**src/rtl/interrupt_controller.sv**
```systemverilog
// Interrupt controller: rising-edge capture into pending flags, enable mask,
// fixed priority (index 0 highest) and a single-in-service ack/done handshake.
module interrupt_controller #(
  parameter int unsigned SOURCES     = 8,
  parameter int unsigned VECTOR_BITS = 3
) (
  input  logic                   clock,
  input  logic                   reset,
  input  logic [SOURCES-1:0]     sources,
  input  logic                   mask_wr,
  input  logic [SOURCES-1:0]     mask_data,
  input  logic                   irq_ack,
  input  logic                   irq_done,
  output logic                   irq,
  output logic [VECTOR_BITS-1:0] irq_vector,
  output logic [SOURCES-1:0]     pending,
  output logic                   busy
);

  typedef enum logic [1:0] {
    IDLE    = 2'd0,
    REQ     = 2'd1,
    SERVICE = 2'd2
  } state_t;

  state_t                 state, state_n;
  logic [SOURCES-1:0]     src_prev;
  logic [SOURCES-1:0]     mask, mask_n;
  logic [SOURCES-1:0]     pending_n;
  logic [SOURCES-1:0]     src_edge;
  logic [SOURCES-1:0]     active;
  logic [SOURCES-1:0]     accept_clr;
  logic [VECTOR_BITS-1:0] winner;
  logic [VECTOR_BITS-1:0] irq_vector_n;
  logic                   irq_n;
  logic                   busy_n;

  assign src_edge = sources & ~src_prev;
  assign active   = pending & mask;

  // Lowest active index wins; scan from the top so the last hit is the lowest.
  always_comb begin
    winner = '0;
    for (int i = int'(SOURCES) - 1; i >= 0; i--) begin
      if (active[i]) winner = VECTOR_BITS'(i);
    end
  end

  // Next-state and registered-output logic.
  always_comb begin
    state_n      = state;
    irq_n        = irq;
    irq_vector_n = irq_vector;
    busy_n       = busy;
    accept_clr   = '0;
    mask_n       = mask_wr ? mask_data : mask;

    case (state)
      IDLE: begin
        irq_n  = 1'b0;
        busy_n = 1'b0;
        if (|active) begin
          irq_vector_n = winner;
          irq_n        = 1'b1;
          state_n      = REQ;
        end
      end
      REQ: begin
        if (irq_ack) begin
          for (int i = 0; i < int'(SOURCES); i++) begin
            accept_clr[i] = (VECTOR_BITS'(i) == irq_vector);
          end
          irq_n   = 1'b0;
          busy_n  = 1'b1;
          state_n = SERVICE;
        end
      end
      SERVICE: begin
        if (irq_done) begin
          busy_n  = 1'b0;
          state_n = IDLE;
        end
      end
      default: begin
        irq_n   = 1'b0;
        busy_n  = 1'b0;
        state_n = IDLE;
      end
    endcase

    // A new edge beats an acceptance clear of the same bit.
    pending_n = (pending & ~accept_clr) | src_edge;
  end

  always_ff @(posedge clock) begin
    if (!reset) begin
      state      <= IDLE;
      src_prev   <= '0;
      pending    <= '0;
      mask       <= '0;
      irq        <= 1'b0;
      irq_vector <= '0;
      busy       <= 1'b0;
    end else begin
      state      <= state_n;
      src_prev   <= sources;
      pending    <= pending_n;
      mask       <= mask_n;
      irq        <= irq_n;
      irq_vector <= irq_vector_n;
      busy       <= busy_n;
    end
  end

endmodule
```
**config.mk**
```make
export PLATFORM = sky130hd
export DESIGN_NAME = interrupt_controller
export DESIGN_NICKNAME = d
export VERILOG_FILES = /design/src/rtl/interrupt_controller.sv
export SDC_FILE = /design/constraint.sdc
export NUM_CORES = 1
export LEC_CHECK = 0
export BUFFER_PORTS_ARGS = -buffer_cell sky130_fd_sc_hd__buf_4
export CAP_MARGIN = 10
export CELL_PAD_IN_SITES_DETAIL_PLACEMENT = 0
export CELL_PAD_IN_SITES_GLOBAL_PLACEMENT = 2
export CORE_ASPECT_RATIO = 1.4
export CORE_MARGIN = 1
export CORE_UTILIZATION = 28
export CTS_CLUSTER_SIZE = 16
export DETAILED_ROUTE_END_ITERATION = 8
export PLACE_DENSITY_LB_ADDON = 0.08
export SYNTH_ARGS = -nofsm -noshare
export SYNTH_HDL_FRONTEND = slang
export SYNTH_SLANG_ARGS = --single-unit
```
**constraint.sdc**
```tcl
create_clock -name clock -period 1.15 [get_ports clock]
set_input_delay 0.23 -clock clock [delete_from_list [all_inputs] [get_ports clock]]
set_output_delay 0.23 -clock clock [all_outputs]
set_load 0.02 [all_outputs]
```
==> results of run 1 <==
registers in the layout, summed over array words and instances (netlist names):
name,cells
mask,8
src_prev,8
irq_vector,3
pending,8
busy,1
irq,1
state,2
layer usage:
| layer | share of wire (%) | vias to the layer above | global-route usage (%) |
|---|---|---|---|
| met3 | 4.9 | 5 | 4.409 |
| met1 | 43 | 518 | 17.22 |
| met4 | 1.6 | 0 | 6.429 |
| met2 | 50 | 28 | 25.80 |
| met5 | 0 | - | 0 |
| li1 | - | 567 | - |
worst max path at each step:
stage / from / end / slack (ns) / cells past startpoint
after floorplan: pending[5] / irq / -0.007 / 3
after global placement: mask[2] / irq_vector[0] / -0.06 / 4
after detailed placement: mask[3] / irq / -0.06 / 4
after CTS: mask[3] / irq / -0.05 / 4
after global routing: mask[6] / irq / -0.08 / 4
final: mask[3] / irq / -0.05 / 4
final cells by class:
cell class | count | area [um2] | share of cell area (%)
Sequential cell | 31 | 651.9 | 33.79
Clock inverter | 1 | 5.005 | 0.2594
Multi-Input combinational cell | 94 | 685.7 | 35.54
Tap cell | 60 | 75.07 | 3.891
Clock buffer | 7 | 76.32 | 3.956
Timing Repair Buffer | 54 | 435.4 | 22.57
timing repair:
item	in CTS	in global routing
setup endpoints to repair	11	17
resized for setup	17	14
buffers inserted	1	1
pin swaps	2	3
synth_stat cells, drive strengths merged:
cell type | n | area [um2]
nor3b | 1 | 7.510
dfxtp | 31 | 620.6
o22ai | 1 | 6.260
clkbuf | 3 | 11.26
nand2b | 11 | 68.82
a21boi | 9 | 67.56
mux2i | 8 | 80.08
a22oi | 3 | 41.29
nand2 | 10 | 40.04
nand3 | 1 | 5.000
nor2 | 2 | 7.510
a311o | 1 | 10.01
a22o | 2 | 17.52
buf | 1 | 5.000
a32o | 2 | 20.02
a21oi | 4 | 20.02
o31ai | 2 | 15.01
o21a | 3 | 22.52
o21ai | 7 | 35.03
nor2b | 12 | 75.07
a31oi | 1 | 6.260
and2 | 8 | 50.05
nor3 | 1 | 5.000
nand4 | 2 | 12.51
o31a | 1 | 8.760
and3b | 2 | 17.52
critical path, stage by stage, from the launching register on:
cell and delay, ns:
dfxtp_2 0.34, a22oi_4 0.23, nand2_2 0.08, o31a_1 0.27, o21a_1 0.17
power breakdown:
part	switching [mW]	internal [mW]	leakage, nW
clock network	0.380	0.424	0.0422
registers	0.0710	1.15	0.263
logic	0.215	0.280	0.545
total	0.666	1.86	0.850
stage by stage:
stage | cells | utilization [%] | TNS (ns) | hold WS (ns) | power [mW]
final | 247 | 44.77 | -0.1098 | 0.1620 | 2.523
after global routing | 247 | 44.77 | -0.4732 | 0.1527 | 2.673
after CTS | 246 | 43.61 | -0.1015 | 0.1520 | 2.549
after detailed placement | 237 | 40.48 | -0.2028 | 0.4480 | 1.690
after global placement | 237 | 40.48 | -0.1173 | 0.4449 | 1.686
after floorplan | 129 | - | -0.01390 | 0.3517 | 1.452
cell families (layout without fill, tap and decap cells):
logic type	after synthesis	after routing	synth area share, %
simple gates	50	50	22.65
compound gates	36	36	21.18
flops	31	31	48.63
mux	8	8	6.275
buf+inv	4	62	1.274
cells in the final DEF, fill, tap and decap left out, types with 3 or more instances in the layout:
master | synthesis | routed
nand2b_1 | 11 | 10
o21a_1 | 3 | 3
mux2i_1 | 8 | 8
buf_4 | 0 | 46
and2_1 | 8 | 8
o21ai_0 | 7 | 6
a21oi_1 | 4 | 3
nand2_1 | 9 | 7
clkbuf_8 | 0 | 5
nor2b_1 | 12 | 12
dfxtp_1 | 31 | 16
buf_6 | 0 | 8
dfxtp_2 | 0 | 10
a21boi_0 | 9 | 7
dfxtp_4 | 0 | 5
==> results.md, run 1 <==
- Status: complete, but fails checks
- Violated checks: setup timing
- Initial Utilization: 29.62%
- Register area share after synthesis: 48.63%
- Detailed Route Iter0 Violations: 24
- Total congestion overflow: 0
- GP Congestion: 0.7309
- HP Start: sources[0]
- Critical path capture point type: flop
- Fin. Hold Viols: 0
- Flop2flop setup slack: -0.05 ns
- Die area: 4836 um2
- Final min period: 1.196 ns
- Fillers: 447
- Mean Syn Cell Area: 9.893 um2
- Cell Area, Placed: 1744 um2
- I/O pin count: 34
- Ys Warns: 0
- I/O Buffers: 33
- Placeable core region: 4309 um2
- Worst Hold Path EP: src_prev[0]
- # Max-Cap Violations: 0
- Final HPWL DP: 2450 um
- Worst Path Required: 1.32 ns
- Synth Instances: 129
- Share of cells above drive strength 1: 46.52%
- CTS tree: built
- Vias in the first global route: 1150
- Leak: 0.8501 nW
- Final worst slack: -0.04568 ns
- H-tree depth: 2
- CTS Hold Buffers Added: 0
- Final period utilization: 104.0%
- Post-synthesis register bit count: 31
- CTS sink count: 31
- Setup Crit Path Kind: reg -> reg
- Final setup viols: 4
- Data arrival time of the worst path: 1.37 ns
- Row cnt: 28
- Clock Tree Buf Depth: 2
- Die Ht: 81.88 um
- Die span in x: 59.06 um
- Setup crit start kind: flop
- Clk slew on worst S/H paths: 0.06 ns
- Clock Tree Root: clkbuf_8
- Number of distinct library cells after synthesis: 29
- CTS Buf Count: 5
- Area growth syn-to-layout: 51.18%
- Worst R2R Start: mask[3]
- Initial antenna violation count: 0
- First-pass GRT wire length: 5319 um
- Pwr Density: 1308 nW/um2
- Relative slew slack: 80.94%
- TritonRoute pass-1 iters: 4
- Clk_lat worst skew: 0.28 ns
- Overall routing resource usage: 15.08%
- Worst Tran Pin Value: 0.2858 ns
- DR vias/cell: 4.526
- Final #Nets: 207
- Min-Delay Path Class: in -> reg
- Synthesized area: 1276 um2
- DRC Markers: 0
- Worst vdd ir: 0.0006526 V
- N_diodes: 0
- Syn_nets: 150
- Final WL: 3245 um
- RSZ-0062 raised after global routing: yes
- Final Cell Area: 1929 um2
- Pre-CTS setup slack: -0.05821 ns
- Max Fclk: 836.3 MHz
- Crit-path max FO: 3
- Reg2reg end: irq
- Final ANT Viol Nets: 0
- Skew final: 0.004812 ns
- Hold Path Depth: 2
- DR WL/cell: 13.14 um
- Largest net degree at the start of global routing: 33
- Register-to-Register Path Depth: 4
- Max-slew violations: 0
- Via count: 1118
Power figures use the tool's default switching activity.
==> run 2, diff against run 1 <==
--- a/config.mk
+++ b/config.mk
@@ -11,7 +11,7 @@
 export CELL_PAD_IN_SITES_GLOBAL_PLACEMENT = 2
 export CORE_ASPECT_RATIO = 1.4
 export CORE_MARGIN = 1
-export CORE_UTILIZATION = 28
+export CORE_UTILIZATION = 31
 export CTS_CLUSTER_SIZE = 16
 export DETAILED_ROUTE_END_ITERATION = 8
 export PLACE_DENSITY_LB_ADDON = 0.08
==> constraint.sdc (replaced) <==
create_clock -name clock -period 1.17 [get_ports clock]
set_input_delay 0.117 -clock clock [delete_from_list [all_inputs] [get_ports clock]]
set_output_delay 0.117 -clock clock [all_outputs]
set_load 0.02 [all_outputs]
==> run 2 against run 1 <==
The run still ends with setup timing left; cell count decreased by 8.1%; via count decreased by 1.3%; total power increased by 2.4%; register-to-register slack about the same; die area decreased by 9.4%; combinational power decreased by 7.3%; clock skew increased by 0.0021 ns; sequential share of layout area increased by 0.97 points.
==> results.md, run 2 (same netlist as run 1, synthesis figures left out) <==
- Status: complete, but fails checks
- Violated checks: setup timing
- Clk slew on worst S/H paths: 0.07 ns (about the same)
- Final min period: 1.212 ns (+0.01582 ns)
- Most common cell after layout, fill and taps aside: buf_4
- RSZ-0062 raised after global routing: yes
- TritonRoute pass-1 iters: 4 (unchanged)
- CP max stage cell: dfxtp_2
- Total congestion overflow: 0 (unchanged)
- Fillers: 394 (-12%)
- Crit-path max FO: 3 (unchanged)
- CTS sink count: 31 (unchanged)
- Critical path capture point type: flop
- Via count: 1103 (-1.3%)
- Setup Crit Path Kind: reg -> reg
- Area of the multi-input gates: 681.9 um2 (-0.55%)
- Top Registers: mask (8), pending (8), src_prev (8)
- Met2 routed WL: 1543 um (-5.7%)
- Die area: 4381 um2 (-9.4%)
- N_diodes: 0 (unchanged)
- I/O Buffers: 33 (unchanged)
- Clock Tree Buf Depth: 2 (unchanged)
- Area growth syn-to-layout: 46.37%
- Final period utilization: 103.5% (-0.42 points)
- Largest net degree at the start of global routing: 33 (unchanged)
- Final setup viols: 2 (-2)
- Sequence of cells on the critical path: a22o_1 -> o31a_1 -> o21a_1
- H-tree depth: 2 (unchanged)
- Max-slew violations: 0 (unchanged)
- Final worst slack: -0.04151 ns (+0.004178 ns)
- Die span in x: 56.23 um (-4.8%)
- # Max-Cap Violations: 0 (unchanged)
- DR vias/cell: 4.859 (+7.4%)
- Overall routing resource usage: 15.08% (about the same)
- Pwr Density: 1383 nW/um2 (+5.8%)
- DRC Markers: 0 (unchanged)
- Skew final: 0.006920 ns (+0.002108 ns)
- Leak: 0.8204 nW (-3.5%)
- Buffers & Inverters on Critical Path: 0 (unchanged)
- Relative slew slack: 80.39% (-0.56 points)
- Final Util: 47.26% (+2.5 points)
- Fin. Hold Viols: 0 (unchanged)
- DR WL/cell: 13.59 um (+3.4%)
- Register-to-Register Path Depth: 3 (-1)
- Initial antenna violation count: 0 (unchanged)
- Hold Path Depth: 2 (unchanged)
- First-pass GRT wire length: 4995 um (-6.1%)
- Data arrival time of the worst path: 1.38 ns (about the same)
- CTS Hold Buffers Added: 0 (unchanged)
- Crit path max-delay family: compound AO/OA/AOI/OAI gates
- Max layer used: met4
- Met1 WL: 1354 um (-3.1%)
- Storage cell area: 649.4 um2 (-0.38%)
- CTS Buf Count: 5 (unchanged)
- Vias in the first global route: 1064 (-7.5%)
- Final ANT Viol Nets: 0 (unchanged)
- Clk_lat worst skew: 0.28 ns (about the same)
- Clock Tree Root: clkbuf_8
- Met3 WL: 142 um (-10%)
- Worst Path Required: 1.34 ns (+0.02 ns)
- Die Ht: 77.92 um (-4.8%)
- Row cnt: 27 (-3.6%)
- Setup TNS: -0.07056 ns (+0.03925 ns)
- GP Congestion: 0.7661 (+4.8%)
- Setup crit start kind: flop
- Share of cells above drive strength 1: 46.20% (-0.33 points)
- Initial Utilization: 32.29% (+2.7 points)
- Final #Nets: 204 (-1.4%)
- Min-Delay Path Class: in -> reg
- Worst Tran Pin Value: 0.2938 ns (+0.007979 ns)
- Stages on worst setup path: 3 (-1)
- I/O pin count: 34 (unchanged)
- Detailed Route Iter0 Violations: 13 (-46%)
- Commonest non-fill, non-tap cells in the layout: 51 x buf_4, 18 x dfxtp_1, 12 x nor2b_1
- Placeable core region: 3953 um2 (-8.3%)
- Max incr delay on CP: 0.33 ns (about the same)
- Worst Hold Margin: 0.04350 ns (-0.1185 ns)
- Max Fclk: 825.4 MHz (-1.3%)
- CTS tree: built
- Final WL: 3084 um (-5.0%)
- Final HPWL DP: 2270 um (-7.3%)
- Worst vdd ir: 0.0007819 V (+20%)
## run 2: changes by cell type in the layout (fill, tap and decap cells not counted), sizes merged
cell    change
clkbuf      +1
clkinv      -1
buf         -3
## run 2: timing repair
item                       CTS  global route
hold endpoints to repair     0             0
cloned                       0             0
setup endpoints to repair    5            13
resized for setup            5            20
pin swaps                    1             1
buffers inserted             1             1
## run 2: layout make-up
class	instances	share of cell area (%)
multi-input cells	94	36.50
clock buffers	8	5.358
well taps	43	2.880
flip-flops and latches	31	34.76
repair buffers	51	20.50
## run 2: layer usage
metal / track usage [%] / up-vias
met4: 6.585 / 0
met2: 23.69 / 26
met3: 5.500 / 4
met1: 18.33 / 509
met5: 0 / -
li1: - / 564
## run 2: worst paths after layout
| kind | startpoint | to | slack [ns] |
|---|---|---|---|
| worst max-delay path | mask[5] | state[0] | -0.04 |
| worst min-delay path | sources[3] | src_prev[3] | 0.04 |
| worst max register to register | mask[5] | state[0] | -0.04 |
| worst min register to register | src_prev[1] | pending[1] | 0.48 |
## run 2: report_power, final
part / leakage (nW) / internal [mW] / total (mW) / switching, mW
logic: 0.507 / 0.254 / 0.459 / 0.204
registers: 0.262 / 1.13 / 1.20 / 0.0702
clock network: 0.0515 / 0.536 / 0.922 / 0.386
total: 0.820 / 1.92 / 2.58 / 0.661
## run 2: stage by stage
step                power (mW)  std cells  setup slack, ns  instance area (um2)
floorplan                1.428        129        -0.003093                 1295
global placement         1.643        217        -0.008151                 1700
CTS                      2.597        226         -0.03333                 1814
finish                   2.584        227         -0.04151                 1868
detailed placement       1.648        217         -0.04710                 1700
global route             2.727        227         -0.06910                 1868
==> run 3, diff against run 2 <==
--- a/config.mk
+++ b/config.mk
@@ -9,12 +9,12 @@
 export CAP_MARGIN = 10
 export CELL_PAD_IN_SITES_DETAIL_PLACEMENT = 0
 export CELL_PAD_IN_SITES_GLOBAL_PLACEMENT = 2
-export CORE_ASPECT_RATIO = 1.4
 export CORE_MARGIN = 1
 export CORE_UTILIZATION = 31
 export CTS_CLUSTER_SIZE = 16
 export DETAILED_ROUTE_END_ITERATION = 8
 export PLACE_DENSITY_LB_ADDON = 0.08
+export REMOVE_ABC_BUFFERS = 1
 export SYNTH_ARGS = -nofsm -noshare
 export SYNTH_HDL_FRONTEND = slang
 export SYNTH_SLANG_ARGS = --single-unit
==> run 3 against run 2 <==
The run still ends with setup timing left; non-clock buffer count is 3 higher; global-route usage is 0.74 points higher; wire length is 3.4% lower; highest routed layer unchanged; combinational power is 2% higher; worst setup slack better by 0.016 ns; clock-buffer cell count stayed put; worst hold slack better by 0.0021 ns; largest power group unchanged.
==> results.md, run 3 (same netlist as run 1, synthesis figures left out) <==
- Top Registers: mask (8), pending (8), src_prev (8)
- Initial antenna violation count: 0 (unchanged)
- I/O pin count: 34 (unchanged)
- Sequence of cells on the critical path: a22o_1 -> o31a_1 -> o21a_1
- Crit-path max FO: 3 (unchanged)
- Status: complete, but fails checks
- Data arrival time of the worst path: 1.37 ns (about the same)
- Hold Path Depth: 2 (unchanged)
- Reg2reg end: state[0]
- Leak: 0.8405 nW (+2.5%)
- Met2 routed WL: 1393 um (-9.7%)
- Initial Utilization: 33.60% (+1.3 points)
- Final ANT Viol Nets: 0 (unchanged)
- Max Fclk: 836.7 MHz (+1.4%)
- Final period utilization: 102.2% (-1.4 points)
- CTS Buf Count: 5 (unchanged)
- Vias in the first global route: 1072 (+0.75%)
- Placeable core region: 3799 um2 (-3.9%)
- Share of cells above drive strength 1: 44.92% (-1.3 points)
- Final #Nets: 207 (+1.5%)
- Skew final: 0.004544 ns (-0.002376 ns)
- Clk_lat worst skew: 0.28 ns (about the same)
- Worst Hold Margin: 0.04562 ns (+0.002117 ns)
- Setup crit start kind: flop
- DR vias/cell: 4.706 (-3.1%)
- Clk slew on worst S/H paths: 0.06 ns (about the same)
- Final min period: 1.195 ns (-0.01628 ns)
- DRC Markers: 0 (unchanged)
- Fin. Hold Viols: 0 (unchanged)
- Pwr Density: 1376 nW/um2 (-0.56%)
- Met1 WL: 1366 um (+0.89%)
- RSZ-0062 raised after global routing: yes
- Min-Delay Path Class: in -> reg
- H-tree depth: 2 (unchanged)
- Commonest non-fill, non-tap cells in the layout: 54 x buf_4, 21 x dfxtp_1, 12 x nor2b_1
- Buffers & Inverters on Critical Path: 0 (unchanged)
- Row cnt: 22 (-19%)
- Crit path max-delay family: compound AO/OA/AOI/OAI gates
- Clock Tree Buf Depth: 2 (unchanged)
- Fillers: 370 (-6.1%)
- Overall routing resource usage: 15.82% (+0.74 points)
- Max incr delay on CP: 0.33 ns (about the same)
- Final WL: 2979 um (-3.4%)
- Dpl cells: 226 (+4.1%)
- Final worst slack: -0.02522 ns (+0.01628 ns)
- Critical path capture point type: flop
- Final setup viols: 2 (unchanged)
- Die span in x: 66.16 um (+18%)
- Violated checks: setup timing
- Worst Hold Path EP: src_prev[3]
- Worst R2R Start: pending[5]
- Worst Path Required: 1.34 ns (about the same)
- Setup Crit Path Kind: reg -> reg
- Pre-CTS setup slack: -0.08927 ns (-0.04217 ns)
- Max-slew violations: 0 (unchanged)
- Detailed Route Iter0 Violations: 49 (+36)
- Final HPWL DP: 2262 um (-0.34%)
- Register-to-Register Path Depth: 3 (unchanged)
- TritonRoute pass-1 iters: 4 (unchanged)
- Area growth syn-to-layout: 46.76%
- Relative slew slack: 82.55% (+2.2 points)
- GP Congestion: 0.7853 (+2.5%)
- Most common cell after layout, fill and taps aside: buf_4
- First-pass GRT wire length: 4981 um (-0.28%)
- Worst Tran Pin Value: 0.2613 ns (-0.03250 ns)
- HP Start: sources[3]
- CTS Hold Buffers Added: 0 (unchanged)
- N_diodes: 0 (unchanged)
- Largest net degree at the start of global routing: 33 (unchanged)
- Worst vdd ir: 0.0007135 V (-8.7%)
- CTS sink count: 31 (unchanged)
- Met3 WL: 134 um (-5.6%)
- Max layer used: met4
- Finished Layout Cells: 235 (+3.5%)
- I/O Buffers: 33 (unchanged)
- CP max stage cell: dfxtp_2
- Total congestion overflow: 0 (unchanged)
- Die area: 4377 um2 (about the same)
- Clock Tree Root: clkbuf_8
- # Max-Cap Violations: 0 (unchanged)
- Die Ht: 66.16 um (-15%)
- DR WL/cell: 12.68 um (-6.7%)
- Flop2flop setup slack: -0.03 ns (+0.02 ns)
- Via count: 1106 (+0.27%)
- CTS tree: built
run 3: repair_timing:
action,CTS,global route
setup buffers,1,0
pin swaps,6,7
cloned,0,0
setup endpoints to repair,4,14
resized for setup,3,21
run 3: where the power goes:
| group | internal [mW] | leakage (nW) | switching [mW] |
|---|---|---|---|
| logic | 0.258 | 0.529 | 0.208 |
| registers | 1.14 | 0.260 | 0.0615 |
| clock network | 0.536 | 0.0515 | 0.377 |
run 3: how the worst max path moves through the flow:
stage / from / end / slack [ns] / cells past startpoint
2_1_floorplan: pending[6] / irq / -0.13 / 4
3_3_place_gp: pending[6] / state[0] / -0.06 / 4
3_5_place_dp: pending[6] / state[0] / -0.09 / 4
4_1_cts: mask[5] / state[0] / -0.02 / 3
5_1_grt: pending[6] / state[0] / -0.08 / 4
6_report: pending[5] / state[0] / -0.03 / 3
run 3: area by class of cell:
class                      count  area [um2]  share of cell area, %
multi-input combinational     94       674.4                  36.01
timing repair buffer          54       405.4                  21.64
clock buffer                   8       100.1                  5.344
sequential                    31       633.1                  33.80
tap                           48       60.06                  3.206
run 3: stage by stage:
step,TNS [ns],instance area (um2),util [%],power (mW)
after detailed placement,-0.1831,1718,45.22,1.659
after global routing,-0.2781,1873,49.31,2.738
after global placement,-0.1117,1718,45.22,1.657
after floorplan,-0.2861,1260,-,1.412
final,-0.04142,1873,49.31,2.576
after CTS,-0.02378,1829,48.16,2.593
run 3: per-layer routing:
metal	up-vias	track usage, %
met4	0	7.979
met5	-	0
met1	498	19.68
met2	26	23.47
met3	9	6.207
li1	573	-
